## src/rtl/text_fetch_sequencer_if.sv

```systemverilog
// ============================================================================
// Module      : text_fetch_sequencer_if
// Description : Pixel-in, text RAM / font ROM and colour-stage signals of the
//               text fetch sequencer, grouped with master/slave modports.
// Revision    : 1.0
// ============================================================================
`default_nettype none

interface text_fetch_sequencer_if;
    logic        pix_valid;
    logic [9:0]  pix_x;
    logic [9:0]  pix_y;
    logic        frame_start;
    logic        cursor_en;
    logic [6:0]  cursor_col;
    logic [4:0]  cursor_row;
    logic [11:0] text_addr;
    logic [15:0] text_data;
    logic [11:0] font_addr;
    logic [7:0]  font_data;
    logic        valid_out;
    logic [7:0]  font_line_data;
    logic [2:0]  char_pix_x;
    logic [7:0]  bg_fg_index;

    modport master (
        output pix_valid, pix_x, pix_y, frame_start,
        output cursor_en, cursor_col, cursor_row,
        output text_data, font_data,
        input  text_addr, font_addr,
        input  valid_out, font_line_data, char_pix_x, bg_fg_index
    );

    modport slave (
        input  pix_valid, pix_x, pix_y, frame_start,
        input  cursor_en, cursor_col, cursor_row,
        input  text_data, font_data,
        output text_addr, font_addr,
        output valid_out, font_line_data, char_pix_x, bg_fg_index
    );
endinterface

`default_nettype wire

```

## src/rtl/text_fetch_sequencer.sv

```systemverilog
// ============================================================================
// Module      : text_fetch_sequencer
// Description : Five-stage text-mode fetch pipeline: pixel -> text RAM ->
//               font ROM -> aligned glyph line with blinking block cursor.
// Revision    : 1.0
// ============================================================================
`default_nettype none

module text_fetch_sequencer #(
    parameter int COLS = 80,
    parameter int ROWS = 30
) (
    input  wire                     clk,
    input  wire                     rst,
    text_fetch_sequencer_if.slave   bus
);

    localparam logic [7:0]  C_COLS   = 8'(COLS);
    localparam logic [5:0]  C_ROWS   = 6'(ROWS);
    localparam logic [11:0] C_COLS_W = 12'(COLS);

    // S0: pixel decode
    logic [6:0] w_char_col;
    logic [4:0] w_char_row;
    logic [3:0] w_glyph_row;
    logic       w_in_range;
    logic       w_cursor_hit;
    logic       w_unused;

    assign w_char_col  = bus.pix_x[9:3];
    assign w_char_row  = bus.pix_y[8:4];
    assign w_glyph_row = bus.pix_y[3:0];
    assign w_unused    = bus.pix_y[9];

    assign w_in_range = bus.pix_valid
                     && ({1'b0, w_char_col} < C_COLS)
                     && ({1'b0, w_char_row} < C_ROWS);

    // Cursor is an underline block on the bottom two glyph rows of its cell
    assign w_cursor_hit = w_in_range && bus.cursor_en
                       && (w_char_col == bus.cursor_col)
                       && (w_char_row == bus.cursor_row)
                       && (w_glyph_row >= 4'd14);

    // Pipeline state
    logic [5:0]  frame_cnt_q,  frame_cnt_d;
    logic [11:0] text_addr_q,  text_addr_d;
    logic        s1_valid_q,   s1_valid_d;
    logic [2:0]  s1_pix_x_q,   s1_pix_x_d;
    logic [3:0]  s1_glyph_q,   s1_glyph_d;
    logic        s1_hit_q,     s1_hit_d;
    logic        s2_valid_q,   s2_valid_d;
    logic [2:0]  s2_pix_x_q,   s2_pix_x_d;
    logic [3:0]  s2_glyph_q,   s2_glyph_d;
    logic        s2_hit_q,     s2_hit_d;
    logic [11:0] font_addr_q,  font_addr_d;
    logic        s3_valid_q,   s3_valid_d;
    logic [2:0]  s3_pix_x_q,   s3_pix_x_d;
    logic        s3_hit_q,     s3_hit_d;
    logic [7:0]  s3_attr_q,    s3_attr_d;
    logic        s4_valid_q,   s4_valid_d;
    logic [2:0]  s4_pix_x_q,   s4_pix_x_d;
    logic        s4_hit_q,     s4_hit_d;
    logic [7:0]  s4_attr_q,    s4_attr_d;
    logic        valid_out_q,  valid_out_d;
    logic [7:0]  font_line_q,  font_line_d;
    logic [2:0]  char_pix_x_q, char_pix_x_d;
    logic [7:0]  bg_fg_q,      bg_fg_d;

    always_comb begin
        frame_cnt_d = bus.frame_start ? frame_cnt_q + 6'd1 : frame_cnt_q;

        // S1: address is computed even for invalid pixels; the read is harmless
        text_addr_d = ({7'd0, w_char_row} * C_COLS_W) + {5'd0, w_char_col};
        s1_valid_d  = w_in_range;
        s1_pix_x_d  = bus.pix_x[2:0];
        s1_glyph_d  = w_glyph_row;
        s1_hit_d    = w_cursor_hit;

        // S2: text RAM read in flight
        s2_valid_d  = s1_valid_q;
        s2_pix_x_d  = s1_pix_x_q;
        s2_glyph_d  = s1_glyph_q;
        s2_hit_d    = s1_hit_q;

        // S3: character code indexes the font ROM
        font_addr_d = {bus.text_data[7:0], s2_glyph_q};
        s3_valid_d  = s2_valid_q;
        s3_pix_x_d  = s2_pix_x_q;
        s3_hit_d    = s2_hit_q;
        s3_attr_d   = bus.text_data[15:8];

        // S4: font ROM read in flight
        s4_valid_d  = s3_valid_q;
        s4_pix_x_d  = s3_pix_x_q;
        s4_hit_d    = s3_hit_q;
        s4_attr_d   = s3_attr_q;

        // S5: invalid pixels present an all-zero bundle
        valid_out_d  = s4_valid_q;
        font_line_d  = 8'h00;
        char_pix_x_d = 3'd0;
        bg_fg_d      = 8'h00;
        if (s4_valid_q) begin
            font_line_d  = (s4_hit_q && frame_cnt_q[5]) ? 8'hFF : bus.font_data;
            char_pix_x_d = s4_pix_x_q;
            bg_fg_d      = s4_attr_q;
        end
    end

    always_ff @(posedge clk or posedge rst) begin
        if (rst) begin
            frame_cnt_q  <= 6'd0;
            text_addr_q  <= 12'd0;
            s1_valid_q   <= 1'b0;
            s1_pix_x_q   <= 3'd0;
            s1_glyph_q   <= 4'd0;
            s1_hit_q     <= 1'b0;
            s2_valid_q   <= 1'b0;
            s2_pix_x_q   <= 3'd0;
            s2_glyph_q   <= 4'd0;
            s2_hit_q     <= 1'b0;
            font_addr_q  <= 12'd0;
            s3_valid_q   <= 1'b0;
            s3_pix_x_q   <= 3'd0;
            s3_hit_q     <= 1'b0;
            s3_attr_q    <= 8'h00;
            s4_valid_q   <= 1'b0;
            s4_pix_x_q   <= 3'd0;
            s4_hit_q     <= 1'b0;
            s4_attr_q    <= 8'h00;
            valid_out_q  <= 1'b0;
            font_line_q  <= 8'h00;
            char_pix_x_q <= 3'd0;
            bg_fg_q      <= 8'h00;
        end else begin
            frame_cnt_q  <= frame_cnt_d;
            text_addr_q  <= text_addr_d;
            s1_valid_q   <= s1_valid_d;
            s1_pix_x_q   <= s1_pix_x_d;
            s1_glyph_q   <= s1_glyph_d;
            s1_hit_q     <= s1_hit_d;
            s2_valid_q   <= s2_valid_d;
            s2_pix_x_q   <= s2_pix_x_d;
            s2_glyph_q   <= s2_glyph_d;
            s2_hit_q     <= s2_hit_d;
            font_addr_q  <= font_addr_d;
            s3_valid_q   <= s3_valid_d;
            s3_pix_x_q   <= s3_pix_x_d;
            s3_hit_q     <= s3_hit_d;
            s3_attr_q    <= s3_attr_d;
            s4_valid_q   <= s4_valid_d;
            s4_pix_x_q   <= s4_pix_x_d;
            s4_hit_q     <= s4_hit_d;
            s4_attr_q    <= s4_attr_d;
            valid_out_q  <= valid_out_d;
            font_line_q  <= font_line_d;
            char_pix_x_q <= char_pix_x_d;
            bg_fg_q      <= bg_fg_d;
        end
    end

    assign bus.text_addr      = text_addr_q;
    assign bus.font_addr      = font_addr_q;
    assign bus.valid_out      = valid_out_q;
    assign bus.font_line_data = font_line_q;
    assign bus.char_pix_x     = char_pix_x_q;
    assign bus.bg_fg_index    = bg_fg_q;

endmodule

`default_nettype wire

```

## src/flat_wrapper.sv

```systemverilog
// flat-port wrapper written by rule: the top's interface ports become plain ports
module text_fetch_sequencer_flat 
#(
    parameter int COLS = 80,
    parameter int ROWS = 30
)
  (clk, rst, bus_pix_valid, bus_pix_x, bus_pix_y, bus_frame_start, bus_cursor_en, bus_cursor_col, bus_cursor_row, bus_text_data, bus_font_data, bus_text_addr, bus_font_addr, bus_valid_out, bus_font_line_data, bus_char_pix_x, bus_bg_fg_index);
  text_fetch_sequencer_if bus_i ();
  input  wire clk;
  input  wire rst;
  input wire logic [$bits(bus_i.pix_valid)-1:0] bus_pix_valid;
  input wire logic [$bits(bus_i.pix_x)-1:0] bus_pix_x;
  input wire logic [$bits(bus_i.pix_y)-1:0] bus_pix_y;
  input wire logic [$bits(bus_i.frame_start)-1:0] bus_frame_start;
  input wire logic [$bits(bus_i.cursor_en)-1:0] bus_cursor_en;
  input wire logic [$bits(bus_i.cursor_col)-1:0] bus_cursor_col;
  input wire logic [$bits(bus_i.cursor_row)-1:0] bus_cursor_row;
  input wire logic [$bits(bus_i.text_data)-1:0] bus_text_data;
  input wire logic [$bits(bus_i.font_data)-1:0] bus_font_data;
  output wire logic [$bits(bus_i.text_addr)-1:0] bus_text_addr;
  output wire logic [$bits(bus_i.font_addr)-1:0] bus_font_addr;
  output wire logic [$bits(bus_i.valid_out)-1:0] bus_valid_out;
  output wire logic [$bits(bus_i.font_line_data)-1:0] bus_font_line_data;
  output wire logic [$bits(bus_i.char_pix_x)-1:0] bus_char_pix_x;
  output wire logic [$bits(bus_i.bg_fg_index)-1:0] bus_bg_fg_index;
  assign bus_i.pix_valid = bus_pix_valid;
  assign bus_i.pix_x = bus_pix_x;
  assign bus_i.pix_y = bus_pix_y;
  assign bus_i.frame_start = bus_frame_start;
  assign bus_i.cursor_en = bus_cursor_en;
  assign bus_i.cursor_col = bus_cursor_col;
  assign bus_i.cursor_row = bus_cursor_row;
  assign bus_i.text_data = bus_text_data;
  assign bus_i.font_data = bus_font_data;
  assign bus_text_addr = bus_i.text_addr;
  assign bus_font_addr = bus_i.font_addr;
  assign bus_valid_out = bus_i.valid_out;
  assign bus_font_line_data = bus_i.font_line_data;
  assign bus_char_pix_x = bus_i.char_pix_x;
  assign bus_bg_fg_index = bus_i.bg_fg_index;
  text_fetch_sequencer #(.COLS(COLS), .ROWS(ROWS)) u_core (.clk(clk), .rst(rst), .bus(bus_i));
endmodule
```

## config.mk

```make
export PLATFORM = sky130hd
export DESIGN_NAME = text_fetch_sequencer_flat
export DESIGN_NICKNAME = d
export VERILOG_FILES = /design/src/rtl/text_fetch_sequencer_if.sv /design/src/rtl/text_fetch_sequencer.sv /design/src/flat_wrapper.sv
export SDC_FILE = /design/constraint.sdc
export NUM_CORES = 1
export LEC_CHECK = 0
export BUFFER_PORTS_ARGS = -buffer_cell sky130_fd_sc_hd__buf_2
export CORE_MARGIN = 2
export CORE_UTILIZATION = 49
export CTS_CLUSTER_DIAMETER = 80
export DETAILED_ROUTE_END_ITERATION = 12
export PLACE_DENSITY_LB_ADDON = 0.08
export SYNTH_ARGS = -nofsm -noshare
export SYNTH_HDL_FRONTEND = slang
export SYNTH_SLANG_ARGS = --single-unit
```

## constraint.sdc

```tcl
create_clock -name clk -period 4.1 [get_ports clk]
set_input_delay 0.82 -clock clk [delete_from_list [all_inputs] [get_ports clk]]
set_output_delay 0.82 -clock clk [all_outputs]
set_load 0.005 [all_outputs]
```

==> flow_summary.json, run 1 <==
{
  "grt_pass1_wl_mm": 7.42,
  "swShare": 0.235,
  "synth_edf_count": 0,
  "p_comb_frac": 0.108,
  "cp.required_ps": 4330,
  "cp.arrival_ps": 2450,
  "crit_fanout": 5,
  "std_cell_rows": 28,
  "die_w_um": 82.7,
  "grt_setup_unrepaired": "false",
  "place.gp.congestion": 0.723,
  "p_sw_mw": 0.453,
  "clockPowerShare": 0.346,
  "tightest_slew_ps": 981,
  "wl_per_cell_um": 12.8,
  "ys_top_cells_by_count": "94 x dfrtp_1, 14 x xnor2_1, 12 x and2_1",
  "synth_top_area_frac": 0.775,
  "critical_path.endpoint": "u_core.bus.text_addr[10]$_DFF_PP0_",
  "hp-class": "register to register",
  "io_buffers": 103,
  "worstSetupStartpointType": "input port",
  "cp-startpoint": "bus_pix_y[5]",
  "status": "finished, final reports clean",
  "setup_viol": 0,
  "fin_tns_setup_ps": 0,
  "drt-initial-drc-count": 36,
  "grt_remaining_overflow": 0,
  "synth_flop_cell": "dfrtp_1",
  "slew_headroom": 0.346,
  "timing.final.crit_share": 0.541,
  "fillCellCount": 464,
  "intPower_mw": 1.47,
  "rrSetupSlack_ps": 3030,
  "final_area_mm2": 0.00388,
  "synth_area_per_cell_um2": 17.0,
  "layout-drive-gt1-share": 0.419,
  "finalHoldViolCount": 0,
  "drc": 0,
  "worstSkewPairLatency_ps": 340,
  "clockBufferDepth": 2,
  "synth_top_area_cell": "dfrtp_1",
  "grt_pass1_vias": 1596,
  "hpwl_mm": 3.44,
  "fin_worst_skew_ps": 12.4,
  "synth_warnings": 0,
  "crit_path_end_kind": "register",
  "cts_num_sinks": 94,
  "antenna_left": 0,
  "reg2reg_from": "u_core.frame_cnt_q[0]$_DFFE_PP0P_",
  "fin_util": 0.652,
  "synth.area.top_cells": "dfrtp_1 77%, ha_1 4.1%, xnor2_1 4.0%, xor2_1 2.9%, and2_1 2.5%",
  "critPathKind": "input port to register",
  "seqPwrFrac": 0.546,
  "placed_area_mm2": 0.00365,
  "netlist-cell-type-count": 24,
  "dieArea_mm2": 0.00684,
  "grt_max_degree": 62,
  "ys_ff_latch": 94,
  "cts_buffers": 9,
  "period_needed_ps": 2220,
  "yosys.cell_count.top_type": "dfrtp_1",
  "wirelength_mm": 4.76,
  "dr.pass1.iters": 3,
  "ys_seq_area_frac": 0.775,
  "h-tree-depth": 3,
  "fin_nets": 366,
  "synth-async-reset-ratio": 1.00,
  "vias": 1707,
  "vdd_drop_max_mv": 0.249,
  "core_area_mm2": 0.00596,
  "floorplan.initialDensity": 0.510,
  "cts_resized": 0,
  "finalPower_mw": 1.92,
  "clk_pin_slew_worst_paths_ps": 90,
  "hold_ws_ps": 343,
  "cts_post_setup_buffers_inserted": 0,
  "worstReg2RegEnd": "u_core.frame_cnt_q[1]$_DFFE_PP0P_",
  "cts_tree": "yes",
  "fmax_mhz": 451,
  "die_y_um": 82.7,
  "antenna_found_initial": 0,
  "synthCells": 179,
  "r2r_cells": 2,
  "cts_root_buf": "clkbuf_8",
  "power_leakage_nw": 2.00,
  "slew_viol_final": 0,
  "via_per_inst": 4.58,
  "syn_nets": 252,
  "drv_cap": 0,
  "syn_area_mm2": 0.00304,
  "track_usage": 0.148,
  "io-pin-count": 105,
  "syn_to_final_growth_pct": 27.8,
  "hold_buffers": 0,
  "diodes": 0,
  "power.density_mw_per_mm2": 496
}
through the flow:
step / setup slack, ps / std cells
after global routing: 1770 / 373
final: 1880 / 373
after detailed placement: 1520 / 357
after floorplan: 831 / 179
after CTS: 1890 / 373
after global placement: 1550 / 357
how the worst min path moves through the flow:
| stage | from | end | slack [ps] | cells after the start |
|---|---|---|---|---|
| finish | u_core.s1_pix_x_q[1]$_DFF_PP0_ | u_core.s2_pix_x_q[1]$_DFF_PP0_ | 340 | 0 |
| global route | u_core.s1_pix_x_q[1]$_DFF_PP0_ | u_core.s2_pix_x_q[1]$_DFF_PP0_ | 340 | 0 |
| CTS | u_core.s1_pix_x_q[1]$_DFF_PP0_ | u_core.s2_pix_x_q[1]$_DFF_PP0_ | 350 | 0 |
| detailed placement | u_core.s2_pix_x_q[0]$_DFF_PP0_ | u_core.s3_pix_x_q[0]$_DFF_PP0_ | 330 | 0 |
| global placement | u_core.s1_glyph_q[1]$_DFF_PP0_ | u_core.s2_glyph_q[1]$_DFF_PP0_ | 330 | 0 |
| floorplan | u_core.s2_glyph_q[0]$_DFF_PP0_ | u_core.bus.font_addr[0]$_DFF_PP0_ | 330 | 0 |
power groups by stage:
stage,Combinational [mW],Clock (mW),Sequential [mW]
6_report,0.207,0.666,1.05
2_1_floorplan,0.114,0,1.07
3_5_place_dp,0.211,0,1.07
4_1_cts,0.213,0.689,1.05
3_3_place_gp,0.206,0,1.07
5_1_grt,0.236,0.734,1.06
layer usage:
| layer | global-route usage | vias up | part of all wire |
|---|---|---|---|
| met5 | 0 | - | 0 |
| met4 | 0.0689 | 0 | 0.013 |
| met3 | 0.0402 | 6 | 0.068 |
| met2 | 0.241 | 57 | 0.50 |
| met1 | 0.186 | 829 | 0.41 |
| li1 | - | 815 | - |
layout by cell type (no fill, tap or decap), drive strengths merged, types with 3 or more instances in the layout:
cell type | netlist | layout
o21a | 8 | 8
xor2 | 10 | 10
nand4 | 5 | 5
xnor2 | 14 | 14
buf | 0 | 105
clkbuf | 2 | 9
a21oi | 3 | 3
clkinv | 0 | 3
nand2 | 4 | 4
and2 | 12 | 12
dfrtp | 94 | 94
ha | 10 | 10
inv | 1 | 3
a21o | 3 | 3
critical path, cell delays in order:
cell,delay [ps]
buf_2,140
ha_1,300
ha_1,220
fa_1,400
xor2_1,270
nand3_1,140
xnor2_1,140
sequential cells by signal (all words and copies together), names as in the netlist, 3 cells and up:
signal                     cells
u_core.s2_pix_x_q              3
u_core.s2_glyph_q              4
u_core.frame_cnt_q             6
u_core.bus.font_line_data      8
u_core.s1_glyph_q              4
u_core.s4_attr_q               8
u_core.bus.bg_fg_index         8
u_core.bus.text_addr          12
u_core.s4_pix_x_q              3
u_core.s3_attr_q               8
u_core.bus.font_addr          12
u_core.s3_pix_x_q              3
u_core.bus.char_pix_x          3
u_core.s1_pix_x_q              3
area by class of cell:
cell class | instances | area, µm² | area share
clock buffer | 9 | 124 | 0.0319
clock inverter | 7 | 103 | 0.0264
inverter | 1 | 5.00 | 0.00129
multi-input combinational | 82 | 673 | 0.173
sequential | 94 | 2350 | 0.606
tap | 75 | 93.8 | 0.0242
timing repair buffer | 105 | 531 | 0.137
kinds of logic after synthesis:
group           count (synthesis)  share of synthesized area
compound gates                 17                     0.0424
mux                             1                    0.00371
fa+ha+maj                      12                     0.0544
xor+xnor                       24                     0.0692
flops                          94                      0.775
simple gates                   28                     0.0519
buf+inv                         3                    0.00371
(Power assumes the default switching activity.)
==> inputs of run 2 (changes only) <==
--- a/config.mk
+++ b/config.mk
@@ -7,7 +7,7 @@
 export LEC_CHECK = 0
 export BUFFER_PORTS_ARGS = -buffer_cell sky130_fd_sc_hd__buf_2
 export CORE_MARGIN = 2
-export CORE_UTILIZATION = 49
+export CORE_UTILIZATION = 44
 export CTS_CLUSTER_DIAMETER = 80
 export DETAILED_ROUTE_END_ITERATION = 12
 export PLACE_DENSITY_LB_ADDON = 0.08
==> constraint.sdc (replaced) <==
create_clock -name clk -period 1.9 [get_ports clk]
set_input_delay 0.38 -clock clk [delete_from_list [all_inputs] [get_ports clk]]
set_output_delay 0.38 -clock clk [all_outputs]
set_load 0.005 [all_outputs]
==> flow_summary.json, run 2 (same netlist as run 1, synthesis figures left out) <==
{
  "status": "finished, final reports clean",
  "dp.cells": 370,
  "vdd_drop_max_mv": 0.459,
  "drc": 0,
  "dieArea_mm2": 0.00758,
  "layout-drive-gt1-share": 0.428,
  "fin_util": 0.582,
  "wl_per_cell_um": 12.7,
  "p_comb_frac": 0.121,
  "swShare": 0.248,
  "slew_viol_final": 0,
  "reg2reg_from": "u_core.frame_cnt_q[0]$_DFFE_PP0P_",
  "die_w_um": 87.1,
  "grt_max_degree": 61,
  "fin_nets": 374,
  "via_per_inst": 4.54,
  "final_common_cell": "buf_2",
  "track_usage": 0.140,
  "place.gp.congestion": 0.741,
  "power.density_mw_per_mm2": 996,
  "cts_tree": "yes",
  "io_buffers": 103,
  "critPathKind": "input port to register",
  "drt-met1-wl_mm": 1.92,
  "grt_pass1_vias": 1782,
  "tightest_slew_ps": 547,
  "seqPwrFrac": 0.583,
  "routed-wl-met3_um": 310,
  "hold_buffers": 0,
  "layout_common_cells": "103 x buf_2, 94 x dfrtp_1, 14 x xnor2_1",
  "diodes": 0,
  "antenna_found_initial": 0,
  "fin_ws_ps": 221,
  "worstReg2RegEnd": "u_core.frame_cnt_q[1]$_DFFE_PP0P_",
  "intPower_mw": 2.93,
  "post-place-ws_ps": -138,
  "cts_post_setup_buffers_inserted": 0,
  "cp.arrival_ps": 1900,
  "hp-class": "input port to async pin",
  "die_y_um": 87.1,
  "finalPower_mw": 3.89,
  "worstSkewPairLatency_ps": 340,
  "hold_ws_ps": 118,
  "dr_wl_met2_mm": 2.57,
  "floorplan.initialDensity": 0.452,
  "clockBufferDepth": 2,
  "cts_num_sinks": 94,
  "cp.required_ps": 2120,
  "finalHoldViolCount": 0,
  "slew_headroom": 0.636,
  "dr.pass1.iters": 4,
  "cts_resized": 0,
  "antenna_left": 0,
  "timing.final.crit_share": 0.884,
  "stdcell_count": 386,
  "setup_viol": 0,
  "period_needed_ps": 1680,
  "final_area_mm2": 0.00391,
  "grt_remaining_overflow": 0,
  "drv_cap": 0,
  "std_cell_rows": 30,
  "fin_tns_setup_ps": 0,
  "fmax_mhz": 596,
  "crit_path_end_kind": "register",
  "syn_to_final_growth_pct": 28.8,
  "power_leakage_nw": 2.01,
  "p_sw_mw": 0.967,
  "highest_layer": "met4",
  "crit_fanout": 3,
  "vias": 1751,
  "rrSetupSlack_ps": 820,
  "cts_root_buf": "clkbuf_8",
  "io-pin-count": 105,
  "grt_pass1_wl_mm": 8.01,
  "hpwl_mm": 3.59,
  "cts_buffers": 9,
  "clockPowerShare": 0.296,
  "wirelength_mm": 4.89,
  "clk_pin_slew_worst_paths_ps": 90,
  "placed_area_mm2": 0.00374,
  "fin_worst_skew_ps": 9.70,
  "h-tree-depth": 3,
  "core_area_mm2": 0.00672,
  "r2r_cells": 2,
  "grt_setup_unrepaired": "false",
  "worstSetupStartpointType": "input port",
  "drt-initial-drc-count": 46
}
## run 2: metal layers
layer | track usage | up-vias
met5 | 0 | -
met4 | 0.0639 | 0
met3 | 0.0332 | 10
met2 | 0.239 | 58
met1 | 0.168 | 850
li1 | - | 833
## run 2: final cells by class
class,count,area (µm²)
tap,80,100
timing repair buffer,113,603
inverter,1,7.51
fill,559,2810
clock buffer,11,131
sequential,94,2350
clock inverter,5,42.5
multi-input combinational,82,673
## run 2: power by group through the flow
stage | registers, mW | logic, mW | clock network [mW]
final | 2.27 | 0.472 | 1.15
after global routing | 2.30 | 0.539 | 1.27
after CTS | 2.27 | 0.489 | 1.20
after detailed placement | 2.31 | 0.484 | 0
after global placement | 2.30 | 0.476 | 0
after floorplan | 2.30 | 0.245 | 0
## run 2: worst max-delay path by stage
stage | from | endpoint | slack [ps] | depth (start not counted)
2_1_floorplan | bus_pix_y[5] | u_core.bus.text_addr[10]$_DFF_PP0_ | 40 | 6
5_1_grt | bus_pix_y[5] | u_core.bus.text_addr[10]$_DFF_PP0_ | 130 | 7
6_report | bus_pix_y[5] | u_core.bus.text_addr[10]$_DFF_PP0_ | 220 | 7
4_1_cts | bus_pix_y[5] | u_core.bus.text_addr[10]$_DFF_PP0_ | 220 | 7
3_5_place_dp | bus_pix_y[5] | u_core.bus.text_addr[10]$_DFF_PP0_ | -140 | 7
3_3_place_gp | bus_pix_y[5] | u_core.bus.text_addr[10]$_DFF_PP0_ | -120 | 7
## run 2: worst max-delay path: stages
cell and delay [ps]:
buf_2 110, ha_1 280, ha_1 220, fa_1 400, xor2_1 240, nand3_1 130
xnor2_1 130
